**src/rtl/parallel_adder.sv**
```systemverilog
// Ripple-carry adder built from a chain of 1-bit full-adder stages.
// Sum, per-stage carries and signed overflow are registered with a valid qualifier.
module parallel_adder #(
  parameter int unsigned WIDTH = 4
) (
  input  logic             clk,
  input  logic             rst,
  input  logic             in_valid,
  input  logic [WIDTH-1:0] r,
  input  logic [WIDTH-1:0] s,
  input  logic             ci,
  output logic [WIDTH-1:0] out,
  output logic [WIDTH-1:0] co,
  output logic             ovf,
  output logic             out_valid
);

  logic [WIDTH-1:0] c_in;
  logic [WIDTH-1:0] sum_d;
  logic [WIDTH-1:0] co_d;
  logic             ovf_d;

  logic [WIDTH-1:0] sum_q;
  logic [WIDTH-1:0] co_q;
  logic             ovf_q;
  logic             valid_q;

  for (genvar i = 0; i < WIDTH; i++) begin : g_stage
    if (i == 0) begin : g_first
      assign c_in[i] = ci;
    end else begin : g_chain
      assign c_in[i] = co_d[i-1];
    end

    assign sum_d[i] = r[i] ^ s[i] ^ c_in[i];
    assign co_d[i]  = (r[i] & s[i]) | (r[i] & c_in[i]) | (s[i] & c_in[i]);
  end

  // A single-bit adder has no sign boundary to cross.
  if (WIDTH > 1) begin : g_ovf
    assign ovf_d = co_d[WIDTH-1] ^ co_d[WIDTH-2];
  end else begin : g_no_ovf
    assign ovf_d = 1'b0;
  end

  always_ff @(posedge clk) begin
    if (rst) begin
      sum_q   <= '0;
      co_q    <= '0;
      ovf_q   <= 1'b0;
      valid_q <= 1'b0;
    end else begin
      valid_q <= in_valid;
      if (in_valid) begin
        sum_q <= sum_d;
        co_q  <= co_d;
        ovf_q <= ovf_d;
      end
    end
  end

  assign out       = sum_q;
  assign co        = co_q;
  assign ovf       = ovf_q;
  assign out_valid = valid_q;

endmodule

```
**config.mk**
```make
export PLATFORM = sky130hd
export DESIGN_NAME = parallel_adder
export DESIGN_NICKNAME = d
export VERILOG_FILES = /design/src/rtl/parallel_adder.sv
export SDC_FILE = /design/constraint.sdc
export NUM_CORES = 1
export LEC_CHECK = 0
export ABC_AREA = 0
export CAP_MARGIN = 20
export CORE_AREA = 2 2 39 41
export CTS_BUF_LIST = sky130_fd_sc_hd__clkbuf_2 sky130_fd_sc_hd__clkbuf_4 sky130_fd_sc_hd__clkbuf_8
export DETAILED_ROUTE_END_ITERATION = 10
export DIE_AREA = 0 0 41 43
export PLACE_DENSITY = 0.72
export REMOVE_ABC_BUFFERS = 1
export SLEW_MARGIN = 20
export SYNTH_ARGS = -nofsm -noshare
export SYNTH_HDL_FRONTEND = slang
export SYNTH_SLANG_ARGS = --single-unit
```
**constraint.sdc**
```tcl
create_clock -name clk -period 2.7 [get_ports clk]
set_input_delay 0.54 -clock clk [delete_from_list [all_inputs] [get_ports clk]]
set_output_delay 0.54 -clock clk [all_outputs]
set_load 0.005 [all_outputs]
```
# [Word level (Yosys, flattened, before mapping)]
# Index checks and enable logic that the tools add are counted.
[word_totals] ramBits=0 latch_bits=0 inputBits=12 regBits=10 romBits=0 out_inout_bits=10 mem_count=0 wordCells=33
[classes] eq_ne=0 n_mul=0 div=0 reduce_logical=0 shift=0 mux=0 magnitude_cmp=0 n_addsub=0 bitwise=29
[op_table] operator="$and 1x1->1" count=12
[op_table] operator="$xor 1x1->1" count=9
[op_table] operator="$or 1x1->1" count=8

# [Longest topological paths before layout]
[logic_depth] ltp_word=13 depth_mapped=9 depth_no_buf=9

# [Worst setup path before layout]
# Ideal clock, no wire load.
[synth_path] path_kind="input port to flip-flop" from="input r[0]" to="register sum_q[3] (netlist: out[3])" cell_stages=8 t_required_ns=2.621 t_arrival_ns=2.342 path_slack_ns=0.279 n_path_buf=0 cell_sequence="inv_1 -> fa_1 -> inv_1 -> fa_1 -> fa_1 -> inv_1 -> fa_1 -> a211oi_2"
[synth_via] elab_chain_cells=10
[synth_lines] item="start, declared" line_no="9" rtl="input logic [WIDTH-1:0] r,"
[synth_lines] item="$and 1x1->1" line_no="36" rtl="assign co_d[i] = (r[i] & s[i]) | (r[i] & c_in[i]) | (s[i] & c_in[i]);"
[synth_lines] item="$or 1x1->1 * (2 in series)" line_no="36"
[synth_lines] item="via c_in[1]" line_no="18" rtl="logic [WIDTH-1:0] c_in;"
[synth_lines] item="$and 1x1->1" line_no="36"
[synth_lines] item="$or 1x1->1" line_no="36"
[synth_lines] item="$or 1x1->1 *" line_no="36"
[synth_lines] item="via c_in[2]" line_no="18"
[synth_lines] item="$and 1x1->1" line_no="36"
[synth_lines] item="$or 1x1->1" line_no="36"
[synth_lines] item="$or 1x1->1 *" line_no="36"
[synth_lines] item="via c_in[3]" line_no="18"
[synth_lines] item="$xor 1x1->1 *" line_no="35" rtl="assign sum_d[i] = r[i] ^ s[i] ^ c_in[i];"
[synth_lines] item="end signal, assigned" line_no="55" rtl="sum_q <= sum_d;"
[synth_lines] item="end, declared" line_no="23" rtl="logic [WIDTH-1:0] sum_q;"
# The timed path passes the listed nets; every way through them passes the cells marked *.
# A chain may end at the register's enable or synchronous reset.

# [Worst setup path in the final report]
# Ends and elaborated chain as after synthesis.

==> flow_summary_export.csv <==
group,metric,value,unit
synth,synthSimpleGateAreaFrac,9.26,%
job,max_cap_viol_count,0,
synth,yosysTopAreaCell,"dfxtp_1",
worst_setup_path,crit_chain,"clkdlybuf4s50_1, inv_1, fa_1, inv_1, fa_1, fa_1, inv_1, fa_1, a211oi_2",
sta,whs,498,ps
synth,synth_area_leaders,"dfxtp_1 (42%), fa_1 (17%), a211oi_2 (11%)",
sta,setup_tns,0,ps
worst_setup_path,cp-start-kind,"primary input",
sta,final.period_utilization,95.8,%
worst_setup_path,worstPathRequired,2890,ps
route,ant_nets,0,
synth,ys_ff_latch,10,
synth,synth_cell_types,12,
synth,synthesis.area,473,um^2
cts,cts_setup_buffers,0,
route,drc,0,
worst_setup_path,cp_num_buf_inv,4,
synth,ys_warn_count,0,
synth,synthXorXnorAreaFrac,1.85,%
synth,synth_cells,43,
worst_setup_path,cp_max_fo,2,
synth,syn_avg_cell_area,11.0,um^2
worst_setup_path,critPathKind,"primary input to flip-flop",
placement,post-dp-hpwl,653,um
status,status,"finished clean",
route,routed_wl,895,um
route,num_vias,381,
sta,hold_viol_final,0,
floorplanning,io_pins,22,
worst_setup_path,endpoint_kind,"flip-flop",
cts,cts_resized,0,
finish,nFillCells,126,
floorplanning,die_x,41,um
floorplanning,die_area,1760,um^2
global_routing,antenna_found_initial,0,
worst_setup_path,crit_slowest_cell,"fa_1",
floorplanning,start_util,34.2,%
worst_setup_path,slowest_delay,420,ps
synth,yosys.area_share.adder,16.9,%
sta,finalCriticalPeriod,2590,ps
synth,synth_top_family_by_area,"adder cells",
route,wl_per_cell,10.7,um
synth,synth_top_area_share,42.3,%
placement,gp_congestion,0.638,
sta,layout_setup_ws,115,ps
cts,root_buffer,"clkbuf_4",
sta,rsz0062_at_grt,"false",
sta,finalSetupViolations,0,
global_routing,grt_pass1_wl,1450,um
placement,dpl.cell_count,80,
hold_path,min_path_type,"flip-flop to flip-flop",
finish,fin_area,738,um^2
sta,fin_worst_skew,0,ps
placement,numPortBuffers,21,
power_and_ir_drop,cellLeakagePower,0.320,nW
cts,cts.clk_slew.worst_paths,70,ps
cts,htree_num_levels,1,
route,vias_per_cell,4.54,
worst_setup_path,arrival,2780,ps
route,first_iter_violations,0,
floorplanning,chipHeight,43,um
placement,dpl_worst_slack,-168,ps
floorplanning,core_area,1380,um^2
finish,final_net_count,85,
sta,max_slew_margin,57.7,%
finish,final_util,53.3,%
power_and_ir_drop,power,394,uW
cts,tritoncts,"yes",
global_routing,grtUsageTotal,12.7,%
floorplanning,rows,14,
cts,cts_hold_buf,0,
global_routing,grt_max_degree,15,
cts,clk_path_buf_depth,2,
finish,antenna_cells,0,
synth,ys_seq_area_share,42.3,%
power_and_ir_drop,peakVddDrop,0.238,mV
synth,synth_mux_area_share,8.47,%
cts,insertion_delay,270,ps
finish,layout-drive-gt1-share,14.7,%
finish,layout.cells.non_filler,84,
placement,place_area,702,um^2
cts,clock_sink_count,10,
finish,synthToLayoutAreaGrowth,56.1,%
global_routing,grt_pass1_vias,373,
synth,synth_compound_area_share,12.2,%
cts,numCtsBuffers,3,
global_routing,gr-total-overflow,0,
power_and_ir_drop,power.density,534,nW/um^2
sta,fmaxAchievable,387,MHz
worst_setup_path,cp_top_family,"adder cells",
sta,slew_viol_final,0,
route,first_pass_iters,1,
sta,worst_slew_pin_slew,633,ps
worst_setup_path,cp_common_cell,"fa_1",
placed cells by master (no fill, tap or decap):
master	count
clkbuf_4	3
fa_1	4
inv_1	7
xnor2_1	1
a211oi_2	4
clkbuf_8	1
nor2b_1	1
clkdlybuf4s50_1	21
nor3b_1	1
mux2i_1	4
a21o_1	1
dfxtp_1	10
buf_4	2
nor2_1	8
worst reg2reg max path: cells and delay by family (launching register included):
kind             cells  cell delay [ps]
flip-flops           1              310
AO/OA/AOI/OAI        1              170
AND/OR/NAND/NOR      1              130
area by class of cell:
| class | count | area [um^2] | area share, % |
|---|---|---|---|
| multi-input cells | 24 | 230 | 31.2 |
| well taps | 16 | 20.0 | 2.71 |
| clock buffers | 4 | 36.3 | 4.92 |
| repair buffers | 23 | 225 | 30.5 |
| inverters | 7 | 26.3 | 3.56 |
| flip-flops and latches | 10 | 200 | 27.1 |
layer usage:
| layer | vias up | GRT usage [%] | routed length [um] |
|---|---|---|---|
| li1 | 184 | - | - |
| met2 | 16 | 18.8 | 417 |
| met5 | - | 0 | 0 |
| met4 | 0 | 12.0 | 25 |
| met1 | 177 | 13.6 | 368 |
| met3 | 4 | 3.14 | 83 |
power breakdown:
group          switching (mW)  total (mW)  internal (mW)
logic                  0.0348      0.0933         0.0585
registers             0.00547       0.166          0.160
clock network          0.0533       0.135         0.0820
sequential cells by signal, summed over array words and instances, names as in the netlist:
name	cells
out	4
ovf	1
co	4
out_valid	1
cell families (layout without fill, tap and decap cells):
| group | count (synthesis) | in the layout |
|---|---|---|
| flip-flops | 10 | 10 |
| AND/OR/NAND/NOR | 10 | 10 |
| buffers and inverters | 9 | 34 |
| AO/OA/AOI/OAI | 5 | 5 |
| adder cells (fa/ha/maj) | 4 | 4 |
| multiplexers | 4 | 4 |
| XOR/XNOR | 1 | 1 |
worst paths after layout:
check	from	to	slack (ps)	depth (start not counted)
setup / recovery	r[0]	out[3]$_SDFFE_PP0P_	110	9
hold / removal	out[1]$_SDFFE_PP0P_	out[1]$_SDFFE_PP0P_	500	2
setup reg to reg	ovf$_SDFFE_PP0P_	ovf$_SDFFE_PP0P_	1990	2
hold reg to reg	out[1]$_SDFFE_PP0P_	out[1]$_SDFFE_PP0P_	500	2
synth_stat cells:
| cell | n |
|---|---|
| nor2b_1 | 1 |
| mux2i_1 | 4 |
| buf_2 | 1 |
| a211oi_2 | 4 |
| a21o_1 | 1 |
| inv_1 | 7 |
| nor2_1 | 8 |
| xnor2_1 | 1 |
| buf_6 | 1 |
| fa_1 | 4 |
| nor3b_1 | 1 |
| dfxtp_1 | 10 |
(Power assumes the default switching activity.)
